[src/rtl/circle_pkg.sv]
// ---------------------------------------------------------------------------
// circle_pkg
// Shared types and width helpers for the midpoint circle/arc rasteriser.
//   state_t   : drawing FSM states
//   OCTANTS   : number of octants walked per midpoint iteration
//   K_W       : width of the octant counter
//   off_w()   : signed width of the ox/oy offsets for a given radius width
//   crit_w()  : signed width of the midpoint decision criterion
// ---------------------------------------------------------------------------
package circle_pkg;

  typedef enum logic [1:0] {
    IDLE = 2'd0,
    INIT = 2'd1,
    PLOT = 2'd2,
    DONE = 2'd3
  } state_t;

  localparam int OCTANTS = 8;
  localparam int K_W     = 3;

  // One extra bit so ox can step below zero on the final update.
  function automatic int off_w(input int r_w);
    return r_w + 1;
  endfunction

  // Criterion grows to roughly 4*radius, so three bits of headroom.
  function automatic int crit_w(input int r_w);
    return r_w + 3;
  endfunction

endpackage : circle_pkg

[src/rtl/circle_octant_map.sv]
// ---------------------------------------------------------------------------
// circle_octant_map
// Combinational mapping of a first-octant offset (ox, oy) onto octant k
// around centre (cx, cy), with an on-screen flag for clipping.
// Ports:
//   cx, cy     : unsigned circle centre
//   ox, oy     : signed offsets (R_W+1 bits)
//   k          : octant index 0..7
//   x, y       : signed pixel coordinate, two bits wider than the screen
//                coordinate so neither the sum nor the difference wraps
//   on_screen  : 1 when 0 <= x < X_MAX and 0 <= y < Y_MAX
// ---------------------------------------------------------------------------
module circle_octant_map
  import circle_pkg::*;
#(
  parameter int X_W   = 8,
  parameter int Y_W   = 7,
  parameter int X_MAX = 160,
  parameter int Y_MAX = 120,
  parameter int R_W   = 8
) (
  input  logic [X_W-1:0]             cx,
  input  logic [Y_W-1:0]             cy,
  input  logic signed [off_w(R_W)-1:0] ox,
  input  logic signed [off_w(R_W)-1:0] oy,
  input  logic [K_W-1:0]             k,
  output logic signed [X_W+1:0]      x,
  output logic signed [Y_W+1:0]      y,
  output logic                       on_screen
);

  localparam int XE = X_W + 2;
  localparam int YE = Y_W + 2;
  localparam logic signed [XE-1:0] X_LIM = XE'(X_MAX);
  localparam logic signed [YE-1:0] Y_LIM = YE'(Y_MAX);

  logic signed [XE-1:0] cx_s, ox_x_s, oy_x_s;
  logic signed [YE-1:0] cy_s, ox_y_s, oy_y_s;

  // Extend operands to coordinate width, select the octant, then clip.
  always_comb begin
    cx_s   = $signed(XE'(cx));
    cy_s   = $signed(YE'(cy));
    ox_x_s = XE'(ox);
    oy_x_s = XE'(oy);
    ox_y_s = YE'(ox);
    oy_y_s = YE'(oy);
    x      = cx_s;
    y      = cy_s;
    case (k)
      3'd0: begin x = cx_s + ox_x_s; y = cy_s + oy_y_s; end
      3'd1: begin x = cx_s + oy_x_s; y = cy_s + ox_y_s; end
      3'd2: begin x = cx_s - oy_x_s; y = cy_s + ox_y_s; end
      3'd3: begin x = cx_s - ox_x_s; y = cy_s + oy_y_s; end
      3'd4: begin x = cx_s - ox_x_s; y = cy_s - oy_y_s; end
      3'd5: begin x = cx_s - oy_x_s; y = cy_s - ox_y_s; end
      3'd6: begin x = cx_s + oy_x_s; y = cy_s - ox_y_s; end
      3'd7: begin x = cx_s + ox_x_s; y = cy_s - oy_y_s; end
      default: begin x = cx_s; y = cy_s; end
    endcase
    on_screen = !x[XE-1] && (x < X_LIM) && !y[YE-1] && (y < Y_LIM);
  end

endmodule : circle_octant_map

[src/rtl/circle_arc_draw.sv]
// ---------------------------------------------------------------------------
// circle_arc_draw
// Midpoint circle/arc rasteriser: one octant pixel per clock, octant mask for
// arcs, clipping against the screen, fixed 8 cycles per midpoint iteration.
// Ports:
//   clk, rst_n   : clock, synchronous active-low reset
//   start        : level request, held until done is seen
//   centre_x/y   : circle centre (sampled in INIT only)
//   radius       : radius in pixels (sampled in INIT only)
//   colour       : pixel colour (sampled in INIT only)
//   octant_mask  : bit k enables octant k (sampled in INIT only)
//   done         : drawing complete, held while start stays high
//   vga_x/vga_y  : pixel coordinate of the current PLOT cycle
//   vga_colour   : latched colour
//   vga_plot     : write strobe for the current pixel
// All outputs are registers. The pixel for the next cycle is computed ahead
// of time so the output registers line up with the PLOT state itself.
// ---------------------------------------------------------------------------
module circle_arc_draw
  import circle_pkg::*;
#(
  parameter int X_W      = 8,
  parameter int Y_W      = 7,
  parameter int X_MAX    = 160,
  parameter int Y_MAX    = 120,
  parameter int COLOUR_W = 3,
  parameter int R_W      = 8
) (
  input  logic                clk,
  input  logic                rst_n,
  input  logic                start,
  input  logic [X_W-1:0]      centre_x,
  input  logic [Y_W-1:0]      centre_y,
  input  logic [R_W-1:0]      radius,
  input  logic [COLOUR_W-1:0] colour,
  input  logic [OCTANTS-1:0]  octant_mask,
  output logic                done,
  output logic [X_W-1:0]      vga_x,
  output logic [Y_W-1:0]      vga_y,
  output logic [COLOUR_W-1:0] vga_colour,
  output logic                vga_plot
);

  localparam int OW = off_w(R_W);
  localparam int CW = crit_w(R_W);

  state_t                state_r;
  logic [X_W-1:0]        cx_r;
  logic [Y_W-1:0]        cy_r;
  logic [OCTANTS-1:0]    mask_r;
  logic signed [OW-1:0]  ox_r, oy_r;
  logic signed [CW-1:0]  crit_r;
  logic [K_W-1:0]        k_r;

  logic signed [OW-1:0]  upd_ox_s, upd_oy_s;
  logic signed [CW-1:0]  step_s, upd_crit_s;
  logic                  exit_s;

  logic [X_W-1:0]        map_cx_s;
  logic [Y_W-1:0]        map_cy_s;
  logic signed [OW-1:0]  map_ox_s, map_oy_s;
  logic [K_W-1:0]        map_k_s;
  logic [OCTANTS-1:0]    map_mask_s;
  logic signed [X_W+1:0] map_x_s;
  logic signed [Y_W+1:0] map_y_s;
  logic                  on_screen_s;

  // Midpoint step applied after octant 7; exit once oy passes ox.
  always_comb begin
    upd_oy_s = oy_r + OW'(1);
    if (crit_r[CW-1] || (crit_r == '0)) begin
      upd_ox_s = ox_r;
      step_s   = CW'(upd_oy_s);
    end else begin
      upd_ox_s = ox_r - OW'(1);
      step_s   = CW'(upd_oy_s) - CW'(upd_ox_s);
    end
    upd_crit_s = crit_r + (step_s <<< 1) + CW'(1);
    exit_s     = (upd_oy_s > upd_ox_s);
  end

  // Select the point that will be presented on the outputs next cycle.
  always_comb begin
    map_cx_s   = cx_r;
    map_cy_s   = cy_r;
    map_ox_s   = ox_r;
    map_oy_s   = oy_r;
    map_k_s    = k_r + 3'd1;
    map_mask_s = mask_r;
    case (state_r)
      INIT: begin
        map_cx_s   = centre_x;
        map_cy_s   = centre_y;
        map_ox_s   = OW'(radius);
        map_oy_s   = '0;
        map_k_s    = 3'd0;
        map_mask_s = octant_mask;
      end
      PLOT: begin
        if (k_r == 3'd7) begin
          map_ox_s = upd_ox_s;
          map_oy_s = upd_oy_s;
          map_k_s  = 3'd0;
        end else begin
          map_k_s  = k_r + 3'd1;
        end
      end
      default: begin
        map_k_s = k_r + 3'd1;
      end
    endcase
  end

  circle_octant_map #(
    .X_W   (X_W),
    .Y_W   (Y_W),
    .X_MAX (X_MAX),
    .Y_MAX (Y_MAX),
    .R_W   (R_W)
  ) u_map (
    .cx        (map_cx_s),
    .cy        (map_cy_s),
    .ox        (map_ox_s),
    .oy        (map_oy_s),
    .k         (map_k_s),
    .x         (map_x_s),
    .y         (map_y_s),
    .on_screen (on_screen_s)
  );

  // Drawing FSM with offset/criterion state and registered outputs.
  always_ff @(posedge clk) begin
    if (!rst_n) begin
      state_r    <= IDLE;
      cx_r       <= '0;
      cy_r       <= '0;
      mask_r     <= '0;
      ox_r       <= '0;
      oy_r       <= '0;
      crit_r     <= '0;
      k_r        <= '0;
      done       <= 1'b0;
      vga_x      <= '0;
      vga_y      <= '0;
      vga_colour <= '0;
      vga_plot   <= 1'b0;
    end else begin
      case (state_r)
        IDLE: begin
          done     <= 1'b0;
          vga_plot <= 1'b0;
          if (start) begin
            state_r <= INIT;
          end else begin
            state_r <= IDLE;
          end
        end
        INIT: begin
          cx_r       <= centre_x;
          cy_r       <= centre_y;
          mask_r     <= octant_mask;
          vga_colour <= colour;
          ox_r       <= OW'(radius);
          oy_r       <= '0;
          crit_r     <= CW'(1) - CW'(radius);
          k_r        <= 3'd0;
          vga_x      <= map_x_s[X_W-1:0];
          vga_y      <= map_y_s[Y_W-1:0];
          vga_plot   <= map_mask_s[map_k_s] & on_screen_s;
          state_r    <= PLOT;
        end
        PLOT: begin
          if ((k_r == 3'd7) && exit_s) begin
            ox_r     <= upd_ox_s;
            oy_r     <= upd_oy_s;
            crit_r   <= upd_crit_s;
            vga_plot <= 1'b0;
            done     <= 1'b1;
            state_r  <= DONE;
          end else begin
            if (k_r == 3'd7) begin
              ox_r   <= upd_ox_s;
              oy_r   <= upd_oy_s;
              crit_r <= upd_crit_s;
            end else begin
              ox_r   <= ox_r;
            end
            k_r      <= map_k_s;
            vga_x    <= map_x_s[X_W-1:0];
            vga_y    <= map_y_s[Y_W-1:0];
            vga_plot <= map_mask_s[map_k_s] & on_screen_s;
            state_r  <= PLOT;
          end
        end
        DONE: begin
          vga_plot <= 1'b0;
          if (!start) begin
            done    <= 1'b0;
            state_r <= IDLE;
          end else begin
            done    <= 1'b1;
            state_r <= DONE;
          end
        end
        default: begin
          done     <= 1'b0;
          vga_plot <= 1'b0;
          state_r  <= IDLE;
        end
      endcase
    end
  end

endmodule : circle_arc_draw

[config.mk]
export PLATFORM = sky130hd
export DESIGN_NAME = circle_arc_draw
export DESIGN_NICKNAME = d
export VERILOG_FILES = /design/src/rtl/circle_pkg.sv /design/src/rtl/circle_octant_map.sv /design/src/rtl/circle_arc_draw.sv
export SDC_FILE = /design/constraint.sdc
export NUM_CORES = 1
export LEC_CHECK = 0
export CORE_MARGIN = 5
export CORE_UTILIZATION = 50
export DETAILED_ROUTE_END_ITERATION = 8
export GPL_TIMING_DRIVEN = 0
export PLACE_DENSITY = 0.85
export SLEW_MARGIN = 20
export SYNTH_ARGS = -nofsm -noshare
export SYNTH_HDL_FRONTEND = slang
export SYNTH_SLANG_ARGS = --single-unit
[constraint.sdc]
create_clock -name clk -period 4.9 [get_ports clk]
set_clock_uncertainty 0.2 [all_clocks]
set_input_delay 0.98 -clock clk [delete_from_list [all_inputs] [get_ports clk]]
set_output_delay 0.98 -clock clk [all_outputs]
set_load 0.01 [all_outputs]
==> qor.yml <==
p_total_mw: 2.79
syn_inst: 908
nNetsFinal: 1074
die_y_microns: 128
path_clk_slew_ns: 0.07
p_per_area_nw_per_um2: 333
rsz0062_at_grt: "yes"
vias_per_cell: 6.21
firstDrtPassIters: 6
wl_per_cell_microns: 18.7
die_area_sq_um: 16400
synth_warnings: 0
ys_seq_elements: 77
setup_violations: 0
path_max_fanout: 3
dpl.hpwl_microns: 16200
cp.required_ns: 4.97
crit_chain: "clkdlybuf4s50_1 > and2_4 > a311oi_2 > o211ai_1 > a211o_1 > nand2_1 > nand2_2 > nand2_2 > xor2_2 > o21ai_1 > ha_1 > nor2b_1 > o21ai_1 > nand2b_1 > a21o_1 > a21o_1 > xor2_1 > nand4_1 > nand3_1 > or3b_4 > nor4_2"
worstSetupEndpointType: "flip-flop"
synth_seq_area_share_pct: 22.1
mostFrequentLayoutCells: "118 x nor2_1, 75 x dfxtp_1, 69 x nand2_1"
cts-root-buf: "clkbuf_16"
cts_made_buffers: 9
initial_core_util_pct: 50.7
drtIter0Drc: 823
clk_latency_ns: 0.35
cts.path.max_buffers: 2
h-tree-depth: 3
areaGrowthSynthToFinish_pct: 19.8
cp_slowest_cell: "clkdlybuf4s50_1"
cts_hold_buf: 0
antenna_found_initial: 1
power_leakage_nw: 3.43
vias: 7244
multiInputGateArea_sq_um: 5260
finalCritPeriodShare_pct: 100
synth_enable_flop_cells: 0
criticalPathCategory: "primary input to flip-flop"
syn_avg_cell_area_sq_um: 7.69
hold_viol: 0
ff_latch_area_sq_um: 1540
ys.flop_type: "dfxtp_1"
grt_use_total_pct: 26.3
stdcell_count: 1166
grt-ovfl-total: 0
relSlewSlack_pct: 43.0
drc: 0
coreArea_sq_um: 13800
cts_tree: "built"
worstHoldPathType: "flip-flop to flip-flop"
rows: 43
port_buffers: 56
grt_max_degree: 20
cts_num_sinks: 77
syn_area_sq_um: 6990
fin_hold_ws_ns: 0.272
final_common_cell: "nor2_1"
gp_congestion: 0.950
detail-route-antenna-nets: 0
synthArstFlopShare_pct: 0
fin_crit_ns: 4.90
grt_pass1_wl_microns: 35000
cpPeakStageDelay_ns: 0.43
grt_pass1_vias: 7225
vdd_drop_max_mv: 0.248
synth.distinct_cells: 82
synth_nets: 1001
worst_pin_slew_ns: 0.844
fmax_ghz: 0.204
drt_wl_total_microns: 21800
slew_viol_final: 0
outcome: "completed"
dp.cells: 1144
crit_path_start_kind: "primary input"
final_layout_size_suffix_gt1_share_pct: 11.9
crit_arrival_ns: 4.96
fillers: 1190
antenna_cells: 0
die_x_microns: 128
boundaryPins: 57
cap_violations: 0
[synth_stat cells, types with 8 or more instances]
library cell | instances | share of area, %
a21oi_1 | 64 | 4.6
nand4_1 | 12 | 1.1
a31oi_1 | 10 | 0.90
nand2b_1 | 12 | 1.1
mux2i_1 | 29 | 4.2
nand3_1 | 18 | 1.3
o22ai_1 | 8 | 0.72
and2_1 | 19 | 1.7
inv_1 | 28 | 1.5
mux2_2 | 13 | 2.1
a211oi_1 | 10 | 1.1
nand2_1 | 75 | 4.0
a21o_1 | 13 | 1.4
xor2_1 | 23 | 2.9
o21ai_0 | 47 | 3.4
nor2_1 | 120 | 6.4
ha_1 | 52 | 9.3
buf_2 | 9 | 0.64
nor3_1 | 23 | 1.6
nor2b_1 | 8 | 0.72
clkbuf_1 | 43 | 2.3
xnor2_1 | 45 | 5.6
o211ai_1 | 8 | 0.86
dfxtp_1 | 77 | 22
[report_power, final]
group / leakage, nW / internal, mW / switching [mW]
Clock: 0.140 / 0.365 / 0.311
Combinational: 2.66 / 0.598 / 0.803
Sequential: 0.628 / 0.675 / 0.0377
Total: 3.43 / 1.64 / 1.15
[critical path, delay by kind of cell]
kind	cells	cell delay [ns]
compound gates	7	1.34
simple gates	10	1.56
fa+ha+maj	1	0.32
buf+inv	1	0.43
xor+xnor	2	0.33
[cell type report]
| type | count | share of cell area, % |
|---|---|---|
| Buffer | 54 | 3.51 |
| Clock buffer | 10 | 2.86 |
| Clock inverter | 6 | 0.613 |
| Inverter | 29 | 1.30 |
| Multi-Input combinational cell | 743 | 62.9 |
| Sequential cell | 77 | 18.5 |
| Tap cell | 180 | 2.69 |
| Timing Repair Buffer | 67 | 7.69 |
[what timing repair did]
item / 4_1_cts / 5_1_grt
hold endpoints to repair: 0 / 0
resized for setup: 43 / 29
setup endpoints to repair: 5 / 12
pin swaps: 6 / 9
buffers inserted: 4 / 7
[per-stage QoR]
step                instance area, sq um  util (%)  setup TNS, ns  setup WS (ns)
finish                              8370      60.7              0        0.00133
global route                        8370      60.7         -0.124         -0.124
CTS                                 8230      59.7              0       0.000498
global placement                    7770      56.4          -1.18         -0.854
floorplan                           6990         -              0         0.0691
detailed placement                  7770      56.4          -1.64         -0.974
[cell families (layout without fill, tap and decap cells)]
| logic type | count (synthesis) | after routing | synth area share, % |
|---|---|---|---|
| AO/OA/AOI/OAI | 248 | 248 | 24.1 |
| XOR/XNOR | 68 | 68 | 8.52 |
| adder cells (fa/ha/maj) | 56 | 56 | 10.5 |
| buffers and inverters | 88 | 166 | 5.10 |
| flip-flops | 77 | 77 | 22.1 |
| multiplexers | 45 | 45 | 7.11 |
| AND/OR/NAND/NOR | 326 | 326 | 22.6 |
[metal layers]
layer	routed length, microns	up-vias	GRT usage, %
met5	0	-	0
met4	1170	0	14.8
met3	1670	114	5.17
met2	10200	375	44.4
met1	8800	3334	30.9
li1	-	3421	-
[worst paths after layout]
| kind | startpoint | end | slack [ns] | depth (start not counted) |
|---|---|---|---|---|
| hold reg to reg | state_r[1] | state_r[1] | 0.27 | 1 |
| hold / removal | state_r[1] | state_r[1] | 0.27 | 1 |
| setup reg to reg | flip-flop | vga_plot | 0.09 | 19 |
| setup / recovery | radius[1] | vga_plot | 0.001 | 21 |
(Power assumes the default switching activity.)
